[src/rtl/i2c_target_pkg.sv]
// rtl/i2c_target_pkg.sv - shared encodings for the I2C target
package i2c_target_pkg;

   typedef enum logic [2:0] {
      ST_IDLE,
      ST_ADDR,
      ST_ACK,
      ST_PTR,
      ST_WDATA,
      ST_RDATA,
      ST_RACK,
      ST_WAIT
   } i2c_state_e;

   localparam logic I2C_WR   = 1'b0;
   localparam logic I2C_RD   = 1'b1;
   localparam logic I2C_ACK  = 1'b0;
   localparam logic I2C_NACK = 1'b1;

endpackage

[src/rtl/i2c_in_filter.sv]
// rtl/i2c_in_filter.sv - pad synchroniser with stability filter and edge pulses
module i2c_in_filter #(
   parameter int   FILTER_LEN = 3,
   parameter logic RESET_VAL  = 1'b1
) (
   input  logic clk,
   input  logic reset_,
   input  logic pin_i,
   output logic level_o,
   output logic rise_o,
   output logic fall_o
);

   localparam int CNT_W = (FILTER_LEN > 1) ? $clog2(FILTER_LEN + 1) : 1;

   logic             sync1_q, sync2_q, level_q, rise_q, fall_q;
   logic [CNT_W-1:0] cnt_q;

   // The accepted level only moves once the synced level has disagreed for FILTER_LEN samples.
   always_ff @(posedge clk or negedge reset_) begin
      if (!reset_) begin
         sync1_q <= RESET_VAL;
         sync2_q <= RESET_VAL;
         level_q <= RESET_VAL;
         rise_q  <= 1'b0;
         fall_q  <= 1'b0;
         cnt_q   <= '0;
      end else begin
         sync1_q <= pin_i;
         sync2_q <= sync1_q;
         rise_q  <= 1'b0;
         fall_q  <= 1'b0;
         if (sync2_q == level_q) begin
            cnt_q <= '0;
         end else if (cnt_q == CNT_W'(FILTER_LEN - 1)) begin
            level_q <= sync2_q;
            rise_q  <= sync2_q;
            fall_q  <= ~sync2_q;
            cnt_q   <= '0;
         end else begin
            cnt_q <= cnt_q + 1'b1;
         end
      end
   end

   assign level_o = level_q;
   assign rise_o  = rise_q;
   assign fall_o  = fall_q;

endmodule

[src/rtl/i2c_target.sv]
// rtl/i2c_target.sv - I2C target with pointer-addressed byte register file
module i2c_target
   import i2c_target_pkg::*;
#(
   parameter logic [6:0] DEV_ADDR    = 7'h1A,
   parameter int         NR_REGS     = 16,
   parameter int         FILTER_LEN  = 3,
   parameter int         HOLD_CYCLES = 4
) (
   input  logic                 clk,
   input  logic                 reset_,
   input  logic                 scl_in,
   input  logic                 sda_in,
   output logic                 sda_oe,
   output logic                 wr_stb,
   output logic [7:0]           wr_addr,
   output logic [7:0]           wr_data,
   output logic [NR_REGS*8-1:0] regs_flat,
   output logic                 busy
);

   localparam int         PTR_W    = $clog2(NR_REGS);
   localparam int         HOLD_W   = $clog2(HOLD_CYCLES + 1);
   localparam logic [8:0] NR_REGS9 = 9'(NR_REGS);

   logic scl_lvl, scl_rise, scl_fall;
   logic sda_lvl, sda_rise, sda_fall;

   i2c_in_filter #(.FILTER_LEN(FILTER_LEN), .RESET_VAL(1'b1)) u_scl_filt (
      .clk(clk), .reset_(reset_), .pin_i(scl_in),
      .level_o(scl_lvl), .rise_o(scl_rise), .fall_o(scl_fall)
   );

   i2c_in_filter #(.FILTER_LEN(FILTER_LEN), .RESET_VAL(1'b1)) u_sda_filt (
      .clk(clk), .reset_(reset_), .pin_i(sda_in),
      .level_o(sda_lvl), .rise_o(sda_rise), .fall_o(sda_fall)
   );

   i2c_state_e        state_q, ack_nxt_q;
   logic [3:0]        bit_cnt_q;
   logic [7:0]        shift_q;
   logic [PTR_W-1:0]  ptr_q;
   logic [HOLD_W-1:0] hold_q;
   logic [7:0]        regs_q [NR_REGS];
   logic              sda_oe_q, wr_stb_q, busy_q, ack_drive_q, ack_rise_q;
   logic [7:0]        wr_addr_q, wr_data_q;

   logic              start_det, stop_det, hold_done;
   logic [7:0]        byte_in;
   logic [PTR_W-1:0]  ptr_inc;

   assign start_det = sda_fall & scl_lvl;
   assign stop_det  = sda_rise & scl_lvl;
   assign hold_done = (hold_q == HOLD_W'(1));
   assign byte_in   = {shift_q[6:0], sda_lvl};
   assign ptr_inc   = ptr_q + PTR_W'(1);

   // sda_oe only changes when hold_done fires, i.e. HOLD_CYCLES after a filtered SCL fall.
   always_ff @(posedge clk or negedge reset_) begin
      if (!reset_) begin
         state_q     <= ST_IDLE;
         ack_nxt_q   <= ST_IDLE;
         bit_cnt_q   <= '0;
         shift_q     <= '0;
         ptr_q       <= '0;
         hold_q      <= '0;
         sda_oe_q    <= 1'b0;
         wr_stb_q    <= 1'b0;
         wr_addr_q   <= '0;
         wr_data_q   <= '0;
         busy_q      <= 1'b0;
         ack_drive_q <= 1'b0;
         ack_rise_q  <= 1'b0;
         for (int i = 0; i < NR_REGS; i++) regs_q[i] <= '0;
      end else begin
         wr_stb_q <= 1'b0;
         if (scl_fall)         hold_q <= HOLD_W'(HOLD_CYCLES);
         else if (hold_q != 0) hold_q <= hold_q - 1'b1;

         if (start_det) begin
            state_q   <= ST_ADDR;
            bit_cnt_q <= '0;
            sda_oe_q  <= 1'b0;
            busy_q    <= 1'b1;
            hold_q    <= '0;
         end else if (stop_det) begin
            state_q   <= ST_IDLE;
            bit_cnt_q <= '0;
            sda_oe_q  <= 1'b0;
            busy_q    <= 1'b0;
            hold_q    <= '0;
         end else begin
            case (state_q)
               ST_ADDR, ST_PTR, ST_WDATA: begin
                  if (scl_rise) begin
                     shift_q   <= byte_in;
                     bit_cnt_q <= bit_cnt_q + 1'b1;
                     if (bit_cnt_q == 4'd7) begin
                        bit_cnt_q   <= '0;
                        ack_rise_q  <= 1'b0;
                        ack_drive_q <= 1'b1;
                        state_q     <= ST_ACK;
                        case (state_q)
                           ST_ADDR: begin
                              if (byte_in[7:1] != DEV_ADDR) begin
                                 state_q <= ST_WAIT;
                                 busy_q  <= 1'b0;
                              end else if (byte_in[0] == I2C_RD) begin
                                 ack_nxt_q <= ST_RDATA;
                                 shift_q   <= regs_q[ptr_q];
                              end else begin
                                 ack_nxt_q <= ST_PTR;
                              end
                           end
                           ST_PTR: begin
                              if ({1'b0, byte_in} < NR_REGS9) begin
                                 ptr_q     <= PTR_W'(byte_in);
                                 ack_nxt_q <= ST_WDATA;
                              end else begin
                                 ack_drive_q <= 1'b0;
                                 ack_nxt_q   <= ST_WAIT;
                              end
                           end
                           default: begin
                              regs_q[ptr_q] <= byte_in;
                              wr_stb_q      <= 1'b1;
                              wr_addr_q     <= 8'(ptr_q);
                              wr_data_q     <= byte_in;
                              ptr_q         <= ptr_inc;
                              ack_nxt_q     <= ST_WDATA;
                           end
                        endcase
                     end
                  end
               end
               ST_ACK: begin
                  if (scl_rise) ack_rise_q <= 1'b1;
                  if (hold_done) begin
                     if (!ack_rise_q) begin
                        sda_oe_q <= ack_drive_q;
                     end else begin
                        state_q   <= ack_nxt_q;
                        bit_cnt_q <= '0;
                        sda_oe_q  <= (ack_nxt_q == ST_RDATA) ? ~shift_q[7] : 1'b0;
                     end
                  end
               end
               ST_RDATA: begin
                  if (scl_rise) begin
                     shift_q   <= {shift_q[6:0], 1'b0};
                     bit_cnt_q <= bit_cnt_q + 1'b1;
                  end
                  if (hold_done) begin
                     if (bit_cnt_q == 4'd8) begin
                        sda_oe_q <= 1'b0;
                        state_q  <= ST_RACK;
                     end else begin
                        sda_oe_q <= ~shift_q[7];
                     end
                  end
               end
               ST_RACK: begin
                  if (scl_rise) begin
                     if (sda_lvl == I2C_ACK) begin
                        ptr_q     <= ptr_inc;
                        shift_q   <= regs_q[ptr_inc];
                        bit_cnt_q <= '0;
                        state_q   <= ST_RDATA;
                     end else begin
                        state_q <= ST_WAIT;
                     end
                  end
               end
               ST_WAIT: sda_oe_q <= 1'b0;
               default: ;
            endcase
         end
      end
   end

   for (genvar g = 0; g < NR_REGS; g++) begin : g_flat
      assign regs_flat[g*8 +: 8] = regs_q[g];
   end

   assign sda_oe  = sda_oe_q;
   assign wr_stb  = wr_stb_q;
   assign wr_addr = wr_addr_q;
   assign wr_data = wr_data_q;
   assign busy    = busy_q;

endmodule

[config.mk]
export PLATFORM = sky130hd
export DESIGN_NAME = i2c_target
export DESIGN_NICKNAME = d
export VERILOG_FILES = /design/src/rtl/i2c_target_pkg.sv /design/src/rtl/i2c_in_filter.sv /design/src/rtl/i2c_target.sv
export SDC_FILE = /design/constraint.sdc
export NUM_CORES = 1
export LEC_CHECK = 0
export CORE_AREA = 2 2 152 154
export DETAILED_ROUTE_END_ITERATION = 10
export DIE_AREA = 0 0 154 156
export DONT_BUFFER_PORTS = 1
export PLACE_DENSITY = 0.67
export SYNTH_ARGS = -nofsm -noshare
export SYNTH_HDL_FRONTEND = slang
export SYNTH_SLANG_ARGS = --single-unit
export TNS_END_PERCENT = 20
[constraint.sdc]
create_clock -name clk -period 3.8 [get_ports clk]
set_input_delay 0 -clock clk [delete_from_list [all_inputs] [get_ports clk]]
set_output_delay 0 -clock clk [all_outputs]
set_load 0.05 [all_outputs]
==> impl_metrics.csv <==
group,metric,value,unit
routing,routed-wl-met3,2574,µm
sta,slew_headroom,34.72,%
floorplan,io_pins,151,
routing,vias,6773,
job,cap_violations,0,
clock_tree,clock_path_buffers,2,
worst_setup_path,critical_path_class,"reg2reg",
worst_setup_path,crit_arrival,3.25,ns
worst_setup_path,cp_top_family,"buffers and inverters",
routing,route.met2.wl,13080,µm
status,outcome,"finished, violations left",
cells_and_area,area_growth_syn_to_layout,7.988,%
clock_tree,cts_made_buffers,17,
synthesis,synth_area,9962,µm²
floorplan,die-width,154,µm
synthesis,synth_top_flop_cell,"dfrtp_1",
worst_setup_path,cp_slowest_cell,"buf_4",
routing,wl,27510,µm
worst_setup_path,cp.buffers_inverters,3,
synthesis,syn_avg_cell_area,12.64,µm²
placement,gp_congestion,0.8794,
synthesis,synth-edff-count,0,
cells_and_area,final_common_cell,"dfrtp_1",
floorplan,fp.dieH,156,µm
status,violations,"hold timing",
cells_and_area,drive_gt1_share,31.15,%
routing,avgRoutedWirePerCell,25.83,µm
synthesis,ys_seq_area_share,46.29,%
worst_setup_path,cp-start-kind,"register",
floorplan,start_util,44.54,%
pwr,peakVddDrop,0.3932,mV
cells_and_area,nets,780,
clock_tree,clock_sinks,184,
hold_path,hp-class,"in2async",
clock_tree,insertion_delay,0.45,ns
routing,drtIter0Drc,510,
sta,finalHoldViolCount,184,
clock_tree,root_buffer,"clkbuf_16",
clock_tree,ctsResizeCount,0,
clock_tree,htreeDepth,4,
synthesis,synth_cell_types,73,
placement,dp_hpwl,19610,µm
cells_and_area,utilization,48.10,%
worst_setup_path,crit_path_end_kind,"register",
worst_setup_path,cp.required,4.12,ns
clock_tree,hold_buffers,2,
pwr,powerDensity,534.1,nW/µm²
floorplan,fp.coreArea,22370,µm²
routing,detail_route.drc_violations,0,
clock_tree,cts_tree,"done",
floorplan,dieArea,24020,µm²
placement,port_buffers,0,
routing,dr.pass1.iters,5,
cells_and_area,antenna_cells,0,
grt,antenna_found_initial,0,
worst_setup_path,path_cells,"buf_4 > ha_1 > xor2_1 > buf_4 > inv_1 > mux4_2 > a221o_1",
sta,rsz0062_at_grt,"false",
grt,grt_max_degree,185,
routing,drt-met1-wl,11090,µm
sta,worst_pin_slew,0.9793,ns
worst_setup_path,path_max_fanout,70,
grt,overflow,0,
grt,groute.usage.overall,23.39,%
floorplan,rows,55,
grt,first_global_vias,6673,
cells_and_area,layout_common_cells,"dfrtp_1, mux2_2, nand2_1",
sta,fin_skew,0.01185,ns
sta,hold_ws,-0.7570,ns
routing,dr.max_layer_used,"met4",
pwr,cellLeakagePower,4.880,nW
sta,fin_crit,2.930,ns
sta,fmax,0.3413,GHz
worst_setup_path,cp_slowest_stage_delay,0.73,ns
sta,tns,0,ns
sta,min_period_over_period,77.11,%
sta,slew_violations,0,
synthesis,synthCells,788,
worst_setup_path,crit_path_frequent_cell,"buf_4",
routing,routed_via_density,6.360,
synthesis,yosysWarnings,0,
routing,ant_nets,0,
grt,grt_pass1_wl,42550,µm
clock_tree,path_clk_slew,0.08,ns
synthesis,ys_async_sr_fraction,100.0,%
synthesis,ys_ff_latch,184,
sta,setup_viol,0,
## per-stage QoR
| step | power [mW] | worst slack [ns] | cells | cell area [µm²] | hold WS [ns] |
|---|---|---|---|---|---|
| 6_report | 5.745 | 0.8697 | 1065 | 10760 | -0.7570 |
| 5_1_grt | 6.005 | 0.6920 | 1065 | 10760 | -0.7791 |
| 4_1_cts | 5.777 | 0.8577 | 1065 | 10760 | -0.7770 |
| 3_5_place_dp | 3.971 | 0.8648 | 1031 | 10130 | -0.2892 |
| 3_3_place_gp | 3.945 | 0.8978 | 1031 | 10130 | -0.2888 |
| 2_1_floorplan | 3.693 | 0.8996 | 791 | 9973 | -0.2956 |
## kinds of logic (layout without fill, tap and decap cells)
kind of cell | count (synthesis) | in the layout | share of synthesized area [%]
adders and majority gates | 9 | 9 | 1.130
xor gates and xnor gates | 3 | 3 | 0.3392
other | 1 | 4 | 0.03764
buffers and inverters | 74 | 63 | 3.617
and+or+nand+nor | 187 | 187 | 9.483
DFF | 184 | 184 | 46.29
AOI/OAI and AO/OA | 106 | 106 | 7.348
muxes | 224 | 224 | 31.75
## final timing paths
| path | startpoint | slack (ns) | depth (start not counted) | to |
|---|---|---|---|---|
| min in group clk | sda_in | 0.10 | 1 | u_sda_filt.sync1_q$_DFF_PN1_ |
| hold / removal | reset_ | -0.76 | 0 | regs_flat[87]$_DFFE_PN0P_ |
| setup / recovery | ptr_q[0]$_DFFE_PN0P_ | 0.87 | 7 | shift_q[5]$_DFFE_PN0P_ |
| setup reg to reg | ptr_q[0]$_DFFE_PN0P_ | 0.87 | 7 | shift_q[5]$_DFFE_PN0P_ |
| max in group asynchronous | reset_ | 4.26 | 0 | u_scl_filt.sync2_q$_DFF_PN1_ |
| hold reg to reg | u_scl_filt.sync1_q$_DFF_PN1_ | 0.36 | 0 | u_scl_filt.sync2_q$_DFF_PN1_ |
## Yosys cell counts, types with 4 or more instances
library cell | count | area (µm²)
a211oi_1 | 5 | 37.54
a21boi_0 | 4 | 30.03
a21oi_1 | 16 | 80.08
a22oi_1 | 8 | 60.06
a31oi_1 | 5 | 31.28
and2_1 | 6 | 37.54
and3_1 | 6 | 37.54
buf_1 | 4 | 15.01
buf_2 | 11 | 55.05
buf_4 | 10 | 75.07
clkbuf_1 | 30 | 112.6
dfrtp_1 | 178 | 4454
dfstp_2 | 6 | 157.7
ha_1 | 9 | 112.6
inv_1 | 15 | 56.30
mux2_1 | 6 | 67.56
mux2_2 | 130 | 1464
mux2i_1 | 31 | 310.3
mux4_1 | 10 | 262.8
mux4_2 | 47 | 1059
nand2_1 | 68 | 255.2
nand2_2 | 4 | 25.02
nand2b_1 | 16 | 100.1
nand3_1 | 12 | 60.06
nand4b_1 | 4 | 35.03
nor2_1 | 32 | 120.1
nor2b_1 | 7 | 43.79
nor3_1 | 6 | 30.03
nor4_1 | 4 | 25.02
o211ai_1 | 7 | 52.55
o21ai_0 | 21 | 105.1
o22a_1 | 4 | 35.03
o22ai_1 | 5 | 31.28
## power by group
| part | internal (mW) | leakage (nW) | switching [mW] |
|---|---|---|---|
| registers | 2.08 | 2.52 | 0.229 |
| logic | 0.696 | 2.06 | 0.938 |
| clock network | 0.943 | 0.293 | 0.865 |
## registers in the layout, indices dropped and copies added (netlist names), 2 cells and up
name / count
bit_cnt_q: 4
wr_addr: 4
u_sda_filt.cnt_q: 2
ptr_q: 4
ack_nxt_q: 3
shift_q: 8
wr_data: 8
regs_flat: 128
u_scl_filt.cnt_q: 2
hold_q: 3
state_q: 3
## worst register-to-register path: stages (launching register included)
cell and delay (ns):
dfrtp_4 0.40, buf_4 0.73, ha_1 0.36, xor2_1 0.16
buf_4 0.28, inv_1 0.14, mux4_2 0.44, a221o_1 0.30
## final cells by class
class                   count  area [µm²]
fillers                  1966       11610
multi-input cells         533        5004
flip-flops and latches    184        4617
clock buffers              17       425.4
well taps                 285       356.6
clock inverters            15       177.7
repair buffers             15       117.6
inverters                  16       60.06
## routing by layer
layer | global-route usage, % | vias to the layer above
met4 | 9.435 | 0
met5 | 0 | -
met2 | 36.41 | 300
met3 | 7.750 | 50
li1 | - | 2918
met1 | 30.34 | 3505
## timing repair
item	in CTS	in global routing
setup endpoints to repair	0	0
endpoints found under the hold margin	186	184
setup buffers	0	0
Power figures use the tool's default switching activity.
